--- config.mk ---
export PLATFORM = sky130hd
export DESIGN_NAME = uart_tx_buffered
export DESIGN_NICKNAME = d
export VERILOG_FILES = /design/src/rtl/uart_tx_buffered.sv
export SDC_FILE = /design/constraint.sdc
export NUM_CORES = 1
export LEC_CHECK = 0
export BUFFER_PORTS_ARGS = -buffer_cell sky130_fd_sc_hd__buf_2
export CAP_MARGIN = 20
export CORE_MARGIN = 8
export CORE_UTILIZATION = 24
export CTS_CLUSTER_DIAMETER = 40
export DETAILED_ROUTE_END_ITERATION = 10
export GPL_TIMING_DRIVEN = 0
export SETUP_SLACK_MARGIN = 0.05
export SLEW_MARGIN = 0
export SYNTH_ARGS = -nofsm -noshare
export SYNTH_HDL_FRONTEND = slang
export SYNTH_SLANG_ARGS = --single-unit
--- constraint.sdc ---
create_clock -name clock -period 2.8 [get_ports clock]
set_input_delay 0.56 -clock clock [delete_from_list [all_inputs] [get_ports clock]]
set_output_delay 0.56 -clock clock [all_outputs]
set_load 0.1 [all_outputs]
--- src/rtl/uart_tx_buffered.sv ---
// Memory-mapped 8N1 UART transmitter fed by a byte FIFO; DATA at 0x0, STATUS at 0x4.
// Define UART_TX_PARITY_EN to append an even-parity bit to every frame.
module uart_tx_buffered #(
    parameter int clks_per_bit = 868,
    parameter int fifo_depth   = 8
) (
    input  logic        clock,
    input  logic        reset,
    input  logic        mem_valid,
    input  logic [31:0] mem_addr,
    input  logic [31:0] mem_wdata,
    input  logic [3:0]  mem_wstrb,
    output logic [31:0] mem_rdata,
    output logic        mem_ready,
    output logic        uart_tx
);

    localparam int CNT_W = (clks_per_bit > 1) ? $clog2(clks_per_bit) : 1;
    localparam int PTR_W = (fifo_depth > 1) ? $clog2(fifo_depth) : 1;
    localparam logic [CNT_W-1:0] CNT_LAST = CNT_W'(clks_per_bit - 1);
    localparam logic [PTR_W:0]   DEPTH    = (PTR_W + 1)'(fifo_depth);
`ifdef UART_TX_PARITY_EN
    localparam logic PARITY_FLAG = 1'b1;
`else
    localparam logic PARITY_FLAG = 1'b0;
`endif

    typedef enum logic [2:0] {
        ST_IDLE,
        ST_START,
        ST_DATA,
        ST_STOP
`ifdef UART_TX_PARITY_EN
        , ST_PARITY
`endif
    } state_t;

    state_t           state_q, state_d;
    logic [CNT_W-1:0] bit_cnt_q, bit_cnt_d;
    logic [2:0]       bit_idx_q, bit_idx_d;
    logic [7:0]       shift_q, shift_d;
    logic             tx_q, tx_d;
    logic [PTR_W:0]   count_q, count_d;
    logic [PTR_W-1:0] wr_ptr_q, wr_ptr_d;
    logic [PTR_W-1:0] rd_ptr_q, rd_ptr_d;
    logic             overflow_q, overflow_d;
    logic             ready_q, ready_d;
    logic [31:0]      rdata_q, rdata_d;
`ifdef UART_TX_PARITY_EN
    logic             parity_q, parity_d;
`endif
    logic [7:0]       fifo_q [fifo_depth];

    logic        accept, is_status, is_write;
    logic        fifo_full, fifo_empty;
    logic        push_req, push, pop, bit_done;
    logic [31:0] status_word;
    logic        unused_bits;

    assign unused_bits = ^{mem_addr[31:3], mem_addr[1:0], mem_wdata[31:8]};

    // Bus decode and FIFO bookkeeping all act on the pre-edge FIFO count.
    always_comb begin
        accept     = mem_valid && !ready_q;
        is_status  = mem_addr[2];
        is_write   = |mem_wstrb;
        fifo_full  = (count_q == DEPTH);
        fifo_empty = (count_q == '0);
        push_req   = accept && !is_status && mem_wstrb[0];
        push       = push_req && !fifo_full;
        pop        = (state_q == ST_IDLE) && !fifo_empty;
        bit_done   = (bit_cnt_q == CNT_LAST);
        status_word = {16'h0, 8'(count_q), 3'b0, PARITY_FLAG, overflow_q,
                       (state_q != ST_IDLE), fifo_empty, fifo_full};

        ready_d    = accept;
        rdata_d    = (accept && !is_write && is_status) ? status_word : 32'h0;
        overflow_d = overflow_q;
        if (push_req && fifo_full) begin
            overflow_d = 1'b1;
        end else if (accept && is_status && mem_wstrb[0] && mem_wdata[3]) begin
            overflow_d = 1'b0;
        end

        wr_ptr_d = push ? wr_ptr_q + PTR_W'(1) : wr_ptr_q;
        rd_ptr_d = pop  ? rd_ptr_q + PTR_W'(1) : rd_ptr_q;
        case ({push, pop})
            2'b10:   count_d = count_q + (PTR_W + 1)'(1);
            2'b01:   count_d = count_q - (PTR_W + 1)'(1);
            default: count_d = count_q;
        endcase

        state_d   = state_q;
        bit_cnt_d = bit_cnt_q;
        bit_idx_d = bit_idx_q;
        shift_d   = shift_q;
        tx_d      = tx_q;
`ifdef UART_TX_PARITY_EN
        parity_d  = parity_q;
`endif
        if (state_q != ST_IDLE) begin
            bit_cnt_d = bit_done ? '0 : bit_cnt_q + CNT_W'(1);
        end

        case (state_q)
            ST_IDLE: begin
                if (!fifo_empty) begin
                    shift_d   = fifo_q[rd_ptr_q];
                    state_d   = ST_START;
                    tx_d      = 1'b0;
                    bit_cnt_d = '0;
`ifdef UART_TX_PARITY_EN
                    parity_d  = ^fifo_q[rd_ptr_q];
`endif
                end
            end
            ST_START: begin
                if (bit_done) begin
                    state_d   = ST_DATA;
                    bit_idx_d = 3'd0;
                    tx_d      = shift_q[0];
                end
            end
            // The shifter keeps the current bit in [0]; shifting exposes the next one.
            ST_DATA: begin
                if (bit_done) begin
                    if (bit_idx_q == 3'd7) begin
`ifdef UART_TX_PARITY_EN
                        state_d = ST_PARITY;
                        tx_d    = parity_q;
`else
                        state_d = ST_STOP;
                        tx_d    = 1'b1;
`endif
                    end else begin
                        bit_idx_d = bit_idx_q + 3'd1;
                        shift_d   = shift_q >> 1;
                        tx_d      = shift_q[1];
                    end
                end
            end
`ifdef UART_TX_PARITY_EN
            ST_PARITY: begin
                if (bit_done) begin
                    state_d = ST_STOP;
                    tx_d    = 1'b1;
                end
            end
`endif
            ST_STOP: begin
                if (bit_done) begin
                    state_d = ST_IDLE;
                end
            end
            default: begin
                state_d = ST_IDLE;
                tx_d    = 1'b1;
            end
        endcase
    end

    always_ff @(posedge clock or negedge reset) begin
        if (!reset) begin
            state_q    <= ST_IDLE;
            bit_cnt_q  <= '0;
            bit_idx_q  <= 3'd0;
            shift_q    <= 8'h0;
            tx_q       <= 1'b1;
            count_q    <= '0;
            wr_ptr_q   <= '0;
            rd_ptr_q   <= '0;
            overflow_q <= 1'b0;
            ready_q    <= 1'b0;
            rdata_q    <= 32'h0;
`ifdef UART_TX_PARITY_EN
            parity_q   <= 1'b0;
`endif
        end else begin
            state_q    <= state_d;
            bit_cnt_q  <= bit_cnt_d;
            bit_idx_q  <= bit_idx_d;
            shift_q    <= shift_d;
            tx_q       <= tx_d;
            count_q    <= count_d;
            wr_ptr_q   <= wr_ptr_d;
            rd_ptr_q   <= rd_ptr_d;
            overflow_q <= overflow_d;
            ready_q    <= ready_d;
            rdata_q    <= rdata_d;
`ifdef UART_TX_PARITY_EN
            parity_q   <= parity_d;
`endif
        end
    end

    // Storage needs no reset: the count and pointers define which entries are live.
    always_ff @(posedge clock) begin
        if (push) begin
            fifo_q[wr_ptr_q] <= mem_wdata[7:0];
        end
    end

    assign mem_ready = ready_q;
    assign mem_rdata = rdata_q;
    assign uart_tx   = tx_q;

endmodule

==> results.yml <==
placed_design:
  globalplace.congestion: 0.790
  dp.cells: 687
  port_buffers: 25
  hpwl_um: 7090
timing:
  finalCritPeriodShare: 0.908
  fmaxAchievable_ghz: 0.393
  rsz0062_at_grt: "false"
  fin_worst_skew_ps: 6.88
  setup_viol: 0
  relSlewSlack: 0.424
  fin_crit_ps: 2540
  finalHoldViolations: 0
  worst_hold_slack_ps: 17.0
  setup_tns_ps: 0
  tightest_slew_ps: 861
  drv_slew: 0
critical_path:
  criticalPathCategory: "register to register"
  crit_start: "count_q[1]"
  critPathSlowestCell: "or4_2"
  start_kind: "register"
  worstPathCellList: "buf_6 -> or4_2 -> nand2_2 -> inv_1 -> ha_2 -> xor2_1 -> ha_1 -> a21oi_1 -> xor2_1 -> nor2_1 -> xor2_1"
  reg2reg_from: "count_q[1]"
  cp-end-kind: "register"
  crit_top_cell: "xor2_1"
  worstPathRequired_ps: 3030
  crit_path_max_incr_delay_ps: 680
  critPathMaxFanout: 10
  crit_arrival_ps: 2770
  rr_worst_depth: 11
layout:
  layout-drive-gt1-share: 0.316
  nNetsFinal: 511
  syn2layout_area_growth_pct: 19.6
  fillers: 2150
  instances_no_fill: 709
floorplanning:
  fp.dieW_um: 161
  initial_core_util: 0.242
  die_area_mm2: 0.0259
  die_h_um: 161
  core_area_mm2: 0.0208
  rows: 53
  boundaryPins: 105
clock_tree:
  cts_root_buf: "clkbuf_16"
  cts_hold_buf: 0
  cts_buffer_depth: 2
  numCtsBuffers: 9
  insertion_delay_ps: 350
  cts_htree_levels: 3
  cts.sinks: 108
  cts_tree: "yes"
  clk_pin_slew_ps: 80
drt:
  viasPerCell: 4.30
  route.vias.total: 3052
  drt_iter0_drc: 165
  ant_nets: 0
  drc: 0
  dr.pass1.iters: 4
  routed_wl_um: 10000
  avgRoutedWirePerCell_um: 14.1
pwr:
  p_sw_mw: 2.03
  p_leak_nw: 2.38
  peakVddDrop_v: 0.000479
  p_comb_frac: 0.378
  p_seq_frac: 0.387
  intPower_mw: 3.48
  clkPwrFrac: 0.235
  total_power_mw: 5.51
  swShare: 0.368
  p_per_area_mw_per_mm2: 915
synth:
  synth_cell_types: 58
  yosysWarnings: 0
  synth_area_leaders: "edfxtp_1 (38%), dfrtp_1 (21%), mux4_2 (7.2%)"
  synth_area_mm2: 0.00504
  ys_ff_latch: 108
  synth_top_area_cell: "edfxtp_1"
  ys_seq_area_frac: 0.600
  post-synth-top-count-cell: "edfxtp_1"
  ys.flop_type: "edfxtp_1"
  async_flop_share: 0.407
  synth_top_area_share: 0.382
  netlist_top_cells_count: "edfxtp_1 (64), dfrtp_1 (43), buf_4 (27)"
  syn_avg_cell_area_um2: 14.0
  synth_edf_count: 64
  synthCells: 360
global_routing:
  grt_util_all_layers: 0.0795
  grt.overflow.total: 0
  grt_pass1_wl_um: 16500
  grt_pass1_vias: 3102
  antenna_found_initial: 0
  grt_max_degree: 45
flow_run:
  cap_violations: 0
run_status:
  status: "finished, final reports clean"
hold_path:
  min_path_type: "input pin to async pin"
-- metal layers --
metal,up-vias,part of all wire,track usage
li1,1439,-,-
met1,1525,0.43,0.0913
met2,79,0.51,0.135
met3,9,0.055,0.0279
met4,0,0.013,0.0269
met5,-,0,0
-- final cells by class --
cell class | count | area, µm² | share of cell area
Clock buffer | 9 | 225 | 0.0374
Inverter | 14 | 52.6 | 0.00872
Clock inverter | 7 | 88.8 | 0.0147
Multi-Input combinational cell | 221 | 1810 | 0.300
Timing Repair Buffer | 34 | 200 | 0.0332
Buffer | 40 | 282 | 0.0467
Antenna cell | 1 | 2.50 | 0.000415
Sequential cell | 108 | 3030 | 0.502
Tap cell | 275 | 344 | 0.0571
-- power by group through the flow --
stage	sequential, mW	clock (mW)	combinational (mW)
3_3_place_gp	2.15	0	1.97
2_1_floorplan	2.16	0	1.60
3_5_place_dp	2.17	0	2.04
6_report	2.13	1.30	2.09
4_1_cts	2.14	1.34	2.05
5_1_grt	2.17	1.39	2.29
-- registers in the layout, indices dropped and copies added, names as in the netlist, 3 cells and up --
signal and cells:
bit_cnt_q 10, wr_ptr_q 3, count_q 4, fifo_q 64
bit_idx_q 3, rd_ptr_q 3, mem_rdata 8, shift_q 8
-- cell usage in the layout, fill, tap and decap left out, types with 3 or more instances in the layout --
cell / instances
conb_1: 24
xor2_1: 4
nand2_1: 20
mux4_2: 16
o21ai_0: 16
xnor2_1: 6
clkbuf_16: 9
buf_6: 3
a22o_1: 4
a221oi_1: 5
nand3_1: 6
nor2b_1: 5
nor2_1: 14
nor3_1: 3
mux2i_1: 7
inv_1: 14
and2_2: 3
a31oi_1: 12
a31o_2: 5
and2_1: 7
buf_4: 33
dfrtp_1: 42
ha_1: 11
buf_2: 31
nand3b_1: 3
a21oi_1: 5
mux2_2: 4
edfxtp_1: 64
-- timing repair --
action	4_1_cts	5_1_grt
resized for setup	0	6
endpoints found under the setup margin	0	3
buffers inserted	0	3
-- worst paths after layout --
path	to	slack (ps)
worst max-delay path	count_q[2]	260
worst min-delay path	mem_rdata[11]	20
worst max register to register	count_q[2]	260
worst min register to register	mem_ready	470
max in group asynchronous	uart_tx	2300
min in group clock	overflow_q	440
-- logic make-up after synthesis --
logic type | after synthesis | share of synthesized area
buffers and inverters | 54 | 0.0661
other | 1 | 0.000744
flip-flops | 108 | 0.600
adder cells (fa/ha/maj) | 12 | 0.0298
multiplexers | 28 | 0.0966
AO/OA/AOI/OAI | 61 | 0.0877
XOR/XNOR | 10 | 0.0174
AND/OR/NAND/NOR | 86 | 0.101
-- stage by stage --
step,cell area [µm²],worst slack [ps],utilization
global placement,5600,-432,0.269
CTS,5960,54.3,0.286
global route,6020,87.6,0.289
detailed placement,5650,77.5,0.271
floorplan,5130,107,-
finish,6030,258,0.289
-- critical path, delay by kind of cell, from the launching register on --
| kind | cells | cell delay [ps] |
|---|---|---|
| fa+ha+maj | 2 | 370 |
| buf+inv | 2 | 210 |
| compound gates | 1 | 150 |
| flops | 1 | 380 |
| simple gates | 3 | 870 |
| xor+xnor | 3 | 450 |
Note: power is estimated with default switching activity, not from simulation.
